`config.mk`:
```
export PLATFORM = sky130hd
export DESIGN_NAME = mux2_rr_arbiter
export DESIGN_NICKNAME = d
export VERILOG_FILES = /design/src/rtl/mux2_rr_arbiter.sv
export SDC_FILE = /design/constraint.sdc
export NUM_CORES = 1
export LEC_CHECK = 0
export CAP_MARGIN = 5
export CORE_MARGIN = 1
export CORE_UTILIZATION = 47
export DETAILED_ROUTE_END_ITERATION = 10
export PLACE_DENSITY = 0.83
export RECOVER_POWER = 100
export SLEW_MARGIN = 10
export SYNTH_ARGS = -nofsm -noshare
export SYNTH_HDL_FRONTEND = slang
export SYNTH_SLANG_ARGS = --single-unit
```
`constraint.sdc`:
```
create_clock -name clk -period 5.5 [get_ports clk]
set_input_delay 1.1 -clock clk [delete_from_list [all_inputs] [get_ports clk]]
set_output_delay 1.1 -clock clk [all_outputs]
set_load 0.03 [all_outputs]
```
`src/rtl/mux2_rr_arbiter.sv`:
```
// Two-requester round-robin arbiter with atomic bursts, feeding a
// single-entry registered output channel.

// Per-requester ready/transfer logic. Ready is only raised for the granted
// requester while the output register can take a beat.
module mux2_rr_lane (
  input  logic rst,
  input  logic granted,
  input  logic free,
  input  logic v,
  output logic r,
  output logic take
);
  assign r    = ~rst & granted & free;
  assign take = v & r;
endmodule

module mux2_rr_arbiter #(
  parameter int WIDTH     = 8,
  parameter int MAX_BEATS = 16
) (
  input  logic             clk,
  input  logic             rst,
  input  logic [WIDTH-1:0] d0,
  input  logic             v0,
  input  logic             l0,
  output logic             r0,
  input  logic [WIDTH-1:0] d1,
  input  logic             v1,
  input  logic             l1,
  output logic             r1,
  output logic [WIDTH-1:0] q,
  output logic             qv,
  output logic             ql,
  input  logic             qr,
  output logic             sel,
  output logic             err
);
  localparam int NUM_CH = 2;
  localparam int CW     = $clog2(MAX_BEATS + 1);
  localparam logic [CW-1:0] CNT_MAX = CW'(MAX_BEATS);

  typedef enum logic [1:0] {IDLE, OWN0, OWN1} state_t;

  state_t                         state, state_nxt;
  logic                           prio_last, prio_nxt;
  logic [CW-1:0]                  cnt, cnt_nxt;
  logic                           err_nxt;
  logic                           free, xfer, l_sel;
  logic [WIDTH-1:0]               d_sel;
  logic [NUM_CH-1:0]              v_vec, l_vec, r_vec, take_vec, gnt_vec;
  logic [NUM_CH-1:0][WIDTH-1:0]   d_vec;

  assign v_vec = {v1, l1} == 2'b00 ? {v1, v0} : {v1, v0};
  assign l_vec = {l1, l0};
  assign d_vec = {d1, d0};
  assign r0    = r_vec[0];
  assign r1    = r_vec[1];

  // Output slot can accept a beat when empty or draining this cycle.
  assign free    = ~qv | qr;
  assign gnt_vec = sel ? 2'b10 : 2'b01;
  assign xfer    = |take_vec;
  assign d_sel   = d_vec[sel];
  assign l_sel   = l_vec[sel];

  for (genvar i = 0; i < NUM_CH; i++) begin : g_lane
    mux2_rr_lane u_lane (
      .rst    (rst),
      .granted(gnt_vec[i]),
      .free   (free),
      .v      (v_vec[i]),
      .r      (r_vec[i]),
      .take   (take_vec[i])
    );
  end

  // Grant selection: alternate on ties in IDLE, stick with the owner mid-burst.
  always_comb begin
    sel = 1'b0;
    case (state)
      IDLE:    sel = (v0 & v1) ? ~prio_last : v1;
      OWN0:    sel = 1'b0;
      OWN1:    sel = 1'b1;
      default: sel = 1'b0;
    endcase
  end

  // Next-state, burst length tracking and overflow detection.
  always_comb begin
    state_nxt = state;
    prio_nxt  = prio_last;
    cnt_nxt   = cnt;
    err_nxt   = err;
    if (xfer) begin
      if (state == IDLE) begin
        prio_nxt = sel;
        if (l_sel) begin
          cnt_nxt = '0;
        end else begin
          cnt_nxt   = CW'(1);
          state_nxt = sel ? OWN1 : OWN0;
        end
      end else begin
        if (cnt == CNT_MAX) err_nxt = 1'b1;
        cnt_nxt = (cnt == CNT_MAX) ? cnt : cnt + CW'(1);
        if (l_sel) begin
          state_nxt = IDLE;
          cnt_nxt   = '0;
        end
      end
    end
  end

  // Arbiter state registers.
  always_ff @(posedge clk or posedge rst) begin
    if (rst) begin
      state     <= IDLE;
      prio_last <= 1'b1;
      cnt       <= '0;
      err       <= 1'b0;
    end else begin
      state     <= state_nxt;
      prio_last <= prio_nxt;
      cnt       <= cnt_nxt;
      err       <= err_nxt;
    end
  end

  // Single-entry output register; load and drain may coincide.
  always_ff @(posedge clk or posedge rst) begin
    if (rst) begin
      q  <= '0;
      qv <= 1'b0;
      ql <= 1'b0;
    end else if (xfer) begin
      q  <= d_sel;
      ql <= l_sel;
      qv <= 1'b1;
    end else if (qv & qr) begin
      qv <= 1'b0;
    end
  end
endmodule

```
==> impl_metrics.ini, run 1 <==
[global_routing]
grt_max_degree = 22
grt_pass1_wl_um = 4480
first_global_vias = 1044
grt_overflow = 0
antenna_found_initial = 0
grt_usage = 0.242

[logic_synthesis]
syn_avg_cell_area_um2 = 9.13
syn_inst = 114
synth_top_area_cell = dfrtp_1
synth_area_leaders = dfrtp_1, nand2_1, a31oi_1, a21oi_1, ha_1
syn_area_mm2 = 0.00104
synth_top_cell_area_share = 0.433
ys_types = 34
yosys_warnings = 0
ys_ff_latch = 19
ys_seq_area_frac = 0.458
synthesis.nets = 140

[critical_path]
start_kind = input port
path_cells = dlygate4sd3_1 -> inv_1 -> nand2_1 -> nor2_1 -> dlygate4sd3_1
cp-end-kind = output pin
cp.arrival_ps = 3510
critical_path.top_delay_family = buffers and inverters
crit_slowest_cell = dlygate4sd3_1
criticalPathCategory = input port to output pin
required_ps = 4400
crit_top_cell = dlygate4sd3_1
cp.buffers_inverters = 3
slowest_delay_ps = 760
crit_path_max_fanout = 21

[placed_design]
placed_cells = 173
place_congestion = 0.839
hpwl_um = 1910
port_buffers = 36

[floorplan]
die_area_mm2 = 0.00241
die_w_um = 49.1
row_count = 16
coreArea_mm2 = 0.00202
die_h_um = 49.1
initial_core_util = 0.515
ios = 37

[drt]
ant_nets = 0
drt_iter0_markers = 24
drt-vias-per-instance = 5.62
via_count = 995
routed_wl_um = 2530
dr.pass1.iters = 4
drc = 0
drt-wirelength-per-cell_um = 14.3

[timing]
maxSlewHeadroom = 0.475
finClkSkew_ps = 9.02
tns_ps = 0
fmax_ghz = 0.217
setup_viol = 0
hold_violations = 0
period_share = 0.839
finalMaxSlewViolations = 0
finalCriticalPeriod_ps = 4610
worstMarginPinSlew_ps = 785
rsz0062_at_grt = no

[layout]
fin_nets = 177
final_cell_mix = nand2_1, clkdlybuf4s50_1, dfrtp_1
area_growth_pct = 38.1
drive_gt1_frac = 0.0467
layout_commonest_cell = nand2_1
fin_cells = 177
diodes = 0

[clock_network]
clock_latency_ps = 290
cts_hold_buffers = 0
cts_root_buffer = clkbuf_4
cts_resized = 0
clk_path_buf_depth = 2
cts_tree = done
numCtsBuffers = 3
cts_sinks = 19
cts_setup_buffers = 0
clk_pin_slew_ps = 110
htree_levels = 1

[job]
max_cap_viol_count = 0

[power]
ir_drop_v = 0.000292
leakagePower_nw = 0.620
p_per_area_mw_per_mm2 = 464

[hold_path]
hp-class = register to register

[run_status]
status = complete, no violations
routing by layer:
layer	part of all wire	GRT usage	vias up	routed length, um
li1	-	-	481	-
met2	0.52	0.429	32	1310
met1	0.42	0.280	480	1050
met5	0	0	-	0
met4	0.0051	0.0784	0	13
met3	0.062	0.0623	2	156
synth_stat cells:
library cell  instances
a41o_1                1
a21oi_1              10
mux2i_2               1
o41ai_1               1
o32ai_1               2
o21a_1                1
a32o_1                1
dfrtp_1              18
o211ai_1              1
and4bb_1              1
a21bo_2               1
and2_1                2
o21ai_1               2
a31oi_1               9
a31o_1                1
a21o_1                1
a211oi_1              1
a22o_1                1
nor2_1                5
a2111oi_0             1
inv_2                 2
dfstp_2               1
ha_1                  3
nand3_1               4
buf_2                 3
clkbuf_1              1
nand2b_1              5
mux2_1                1
mux2i_1               2
inv_1                 6
o31ai_1               1
a22oi_2               1
nor2b_1               1
nand2_1              22
where the power goes:
part           switching, W  internal (W)
combinational      0.000232      0.000139
sequential        0.0000328      0.000194
clock             0.0000407     0.0000282
total              0.000305      0.000361
final timing paths:
path | from | endpoint | slack (ps) | cells after the start
setup / recovery | rst | r0 | 890 | 5
hold / removal | err | err | 480 | 1
setup reg to reg | prio_last | cnt[4] | 3230 | 7
hold reg to reg | err | err | 480 | 1
max in group asynchronous | rst | cnt[0] | 3630 | 2
min in group asynchronous | rst | qv | 1390 | 2
flip-flops by register name (all words and copies together), names as in the netlist:
signal and cells:
q 8, prio_last 1, state 2, cnt 5
ql 1, qv 1, err 1
cell type report:
| cell class | count | area [um^2] |
|---|---|---|
| Inverter | 8 | 30.0 |
| Sequential cell | 19 | 477 |
| Tap cell | 27 | 33.8 |
| Timing Repair Buffer | 36 | 360 |
| Multi-Input combinational cell | 83 | 510 |
| Fill cell | 161 | 584 |
| Clock buffer | 4 | 26.3 |
worst reg2reg max path, cell delays in order (launching register included):
cell and delay (ps):
dfstp_2 550, a21bo_2 150, a21o_1 390, mux2i_2 150
ha_1 230, and2_1 150, a2111oi_0 340, o32ai_1 170
logic make-up after synthesis:
group	share of synthesized area
multiplexers	0.0433
adder cells (fa/ha/maj)	0.0361
AND/OR/NAND/NOR	0.177
buffers and inverters	0.0469
flip-flops	0.458
AO/OA/AOI/OAI	0.239
metrics by stage:
stage                     hold slack, ps  instance area (um^2)  worst slack (ps)  total power, W  utilization
after floorplan                      463                  1040              2290        0.000474            -
after global placement               456                  1420              1310        0.000608        0.700
after detailed placement             458                  1420              1200        0.000620        0.700
after CTS                            486                  1440              1180        0.000692        0.713
after global routing                 516                  1440               624        0.000714        0.711
final                                477                  1440               886        0.000666        0.711
(Power assumes the default switching activity.)
==> inputs of run 2 (changes only) <==
Settings changed: CORE_UTILIZATION 47 to 39, PLACE_DENSITY 0.83 to 0.74.
Clock period 5.5 ns to 4.1 ns, I/O delays scaled along.
==> run 2 against run 1 <==
Via count is 3.5% lower. Sequential power is 33% higher. Critical endpoint unchanged. First-iteration DRC count is 25% lower. Utilization is 13 points lower. Clock skew is 8.5 ps lower. Flip-flop and latch count stayed put.
==> impl_metrics.ini, run 2 (synthesized netlist as in run 1, its figures left out) <==
[global_routing]
grt_pass1_wl_um = 3960
grt_usage = 0.195
first_global_vias = 895
grt_max_degree = 21
antenna_found_initial = 0
grt_overflow = 0

[clock_network]
cts_hold_buffers = 0
htree_levels = 1
cts_resized = 0
clk_path_buf_depth = 2
cts_sinks = 19
cts_tree = done
clock_latency_ps = 290
numCtsBuffers = 3
clk_pin_slew_ps = 110
cts_setup_buffers = 0
cts_root_buffer = clkbuf_4

[timing]
hold_violations = 0
tns_ps = 0
finalCriticalPeriod_ps = 3700
maxSlewHeadroom = 0.307
worstMarginPinSlew_ps = 1040
fmax_ghz = 0.270
finClkSkew_ps = 0.500
period_share = 0.902
rsz0062_at_grt = no
finalMaxSlewViolations = 0
setup_viol = 0

[critical_path]
crit_path_max_fanout = 12
start_kind = input port
criticalPathCategory = input port to output pin
cp.buffers_inverters = 3
critical_path.top_delay_family = buffers and inverters
cp-end-kind = output pin
required_ps = 3280
path_cells = clkdlybuf4s50_1 -> a21bo_2 -> a21o_1 -> inv_2 -> nor2_1 -> dlygate4sd3_1
slowest_delay_ps = 740
crit_slowest_cell = dlygate4sd3_1
cp.arrival_ps = 2880

[drt]
ant_nets = 0
wl_met2_um = 1100
top_layer = met4
drc = 0
drt_iter0_markers = 18
met1_length_um = 1090
drt-wirelength-per-cell_um = 13.3
via_count = 960
drt-vias-per-instance = 5.30
dr_wl_met3_um = 185
routed_wl_um = 2400
dr.pass1.iters = 4

[power]
switching_power_w = 0.000406
swShare = 0.456
seq_power_share = 0.339
clockPowerShare = 0.108
p_per_area_mw_per_mm2 = 616
p_int_w = 0.000484
power.total_w = 0.000890
leakagePower_nw = 0.617
ir_drop_v = 0.000390
p_comb_frac = 0.552

[layout]
layout_commonest_cell = nand2_1
final_cell_mix = nand2_1, clkdlybuf4s50_1, dfrtp_1
diodes = 0
final.fill_count = 229
fin_nets = 178
fin_area_mm2 = 0.00145
area_growth_pct = 38.8
largest_reg_flops = 8
largestRegisters = q: 8 flops, cnt: 5 flops, state: 2 flops
regMostFlops = q
drive_gt1_frac = 0.0464

[floorplan]
initial_core_util = 0.416
die_area_mm2 = 0.00288
row_count = 18
coreArea_mm2 = 0.00250
die_w_um = 53.7
die_h_um = 53.7
ios = 37

[placed_design]
hpwl_um = 1850
port_buffers = 36
dpl-instance-area_mm2 = 0.00143
place_congestion = 0.822

[job]
max_cap_viol_count = 0

[run_status]
status = complete, no violations

[hold_path]
hp-class = register to register
[run 2: changes by cell type in the layout (fill, tap and decap cells not counted), sizes merged]
cell / delta
clkbuf: +1
inv: -1
clkinv: +1
[run 2: power groups by stage]
stage,clock (W),combinational [W],sequential (W)
after floorplan,0,0.000235,0.000401
after global placement,0,0.000512,0.000306
after detailed placement,0,0.000518,0.000308
after CTS,0.0000994,0.000521,0.000305
after global routing,0.000109,0.000539,0.000312
final,0.0000965,0.000492,0.000302
[run 2: cell type report]
cell class	instances	area [um^2]	area share
clock buffers	4	26.3	0.0182
inverters	8	30.0	0.0208
multi-input cells	83	510	0.353
well taps	30	37.5	0.0260
repair buffers	37	364	0.252
flip-flops and latches	19	477	0.330
[run 2: worst paths after layout]
kind,startpoint,end,slack (ps),depth (start not counted)
setup reg to reg,prio_last,state[1],1870,6
hold reg to reg,err,err,490,1
hold / removal,err,err,490,1
min in group asynchronous,rst,qv,1310,3
setup / recovery,v0,r0,400,6
max in group asynchronous,rst,cnt[2],2170,3
[run 2: per-layer routing]
metal	up-vias	global-route usage
met5	-	0
met4	0	0.0789
met3	2	0.0565
met2	31	0.313
met1	441	0.244
li1	486	-
[run 2: through the flow]
step           setup slack, ps  std cells  hold WS, ps  utilization
3_5_place_dp               457        177          464        0.571
2_1_floorplan             1450        114          463            -
5_1_grt                    290        181          505        0.578
6_report                   400        181          489        0.578
4_1_cts                    439        181          491        0.582
3_3_place_gp               482        177          456        0.571
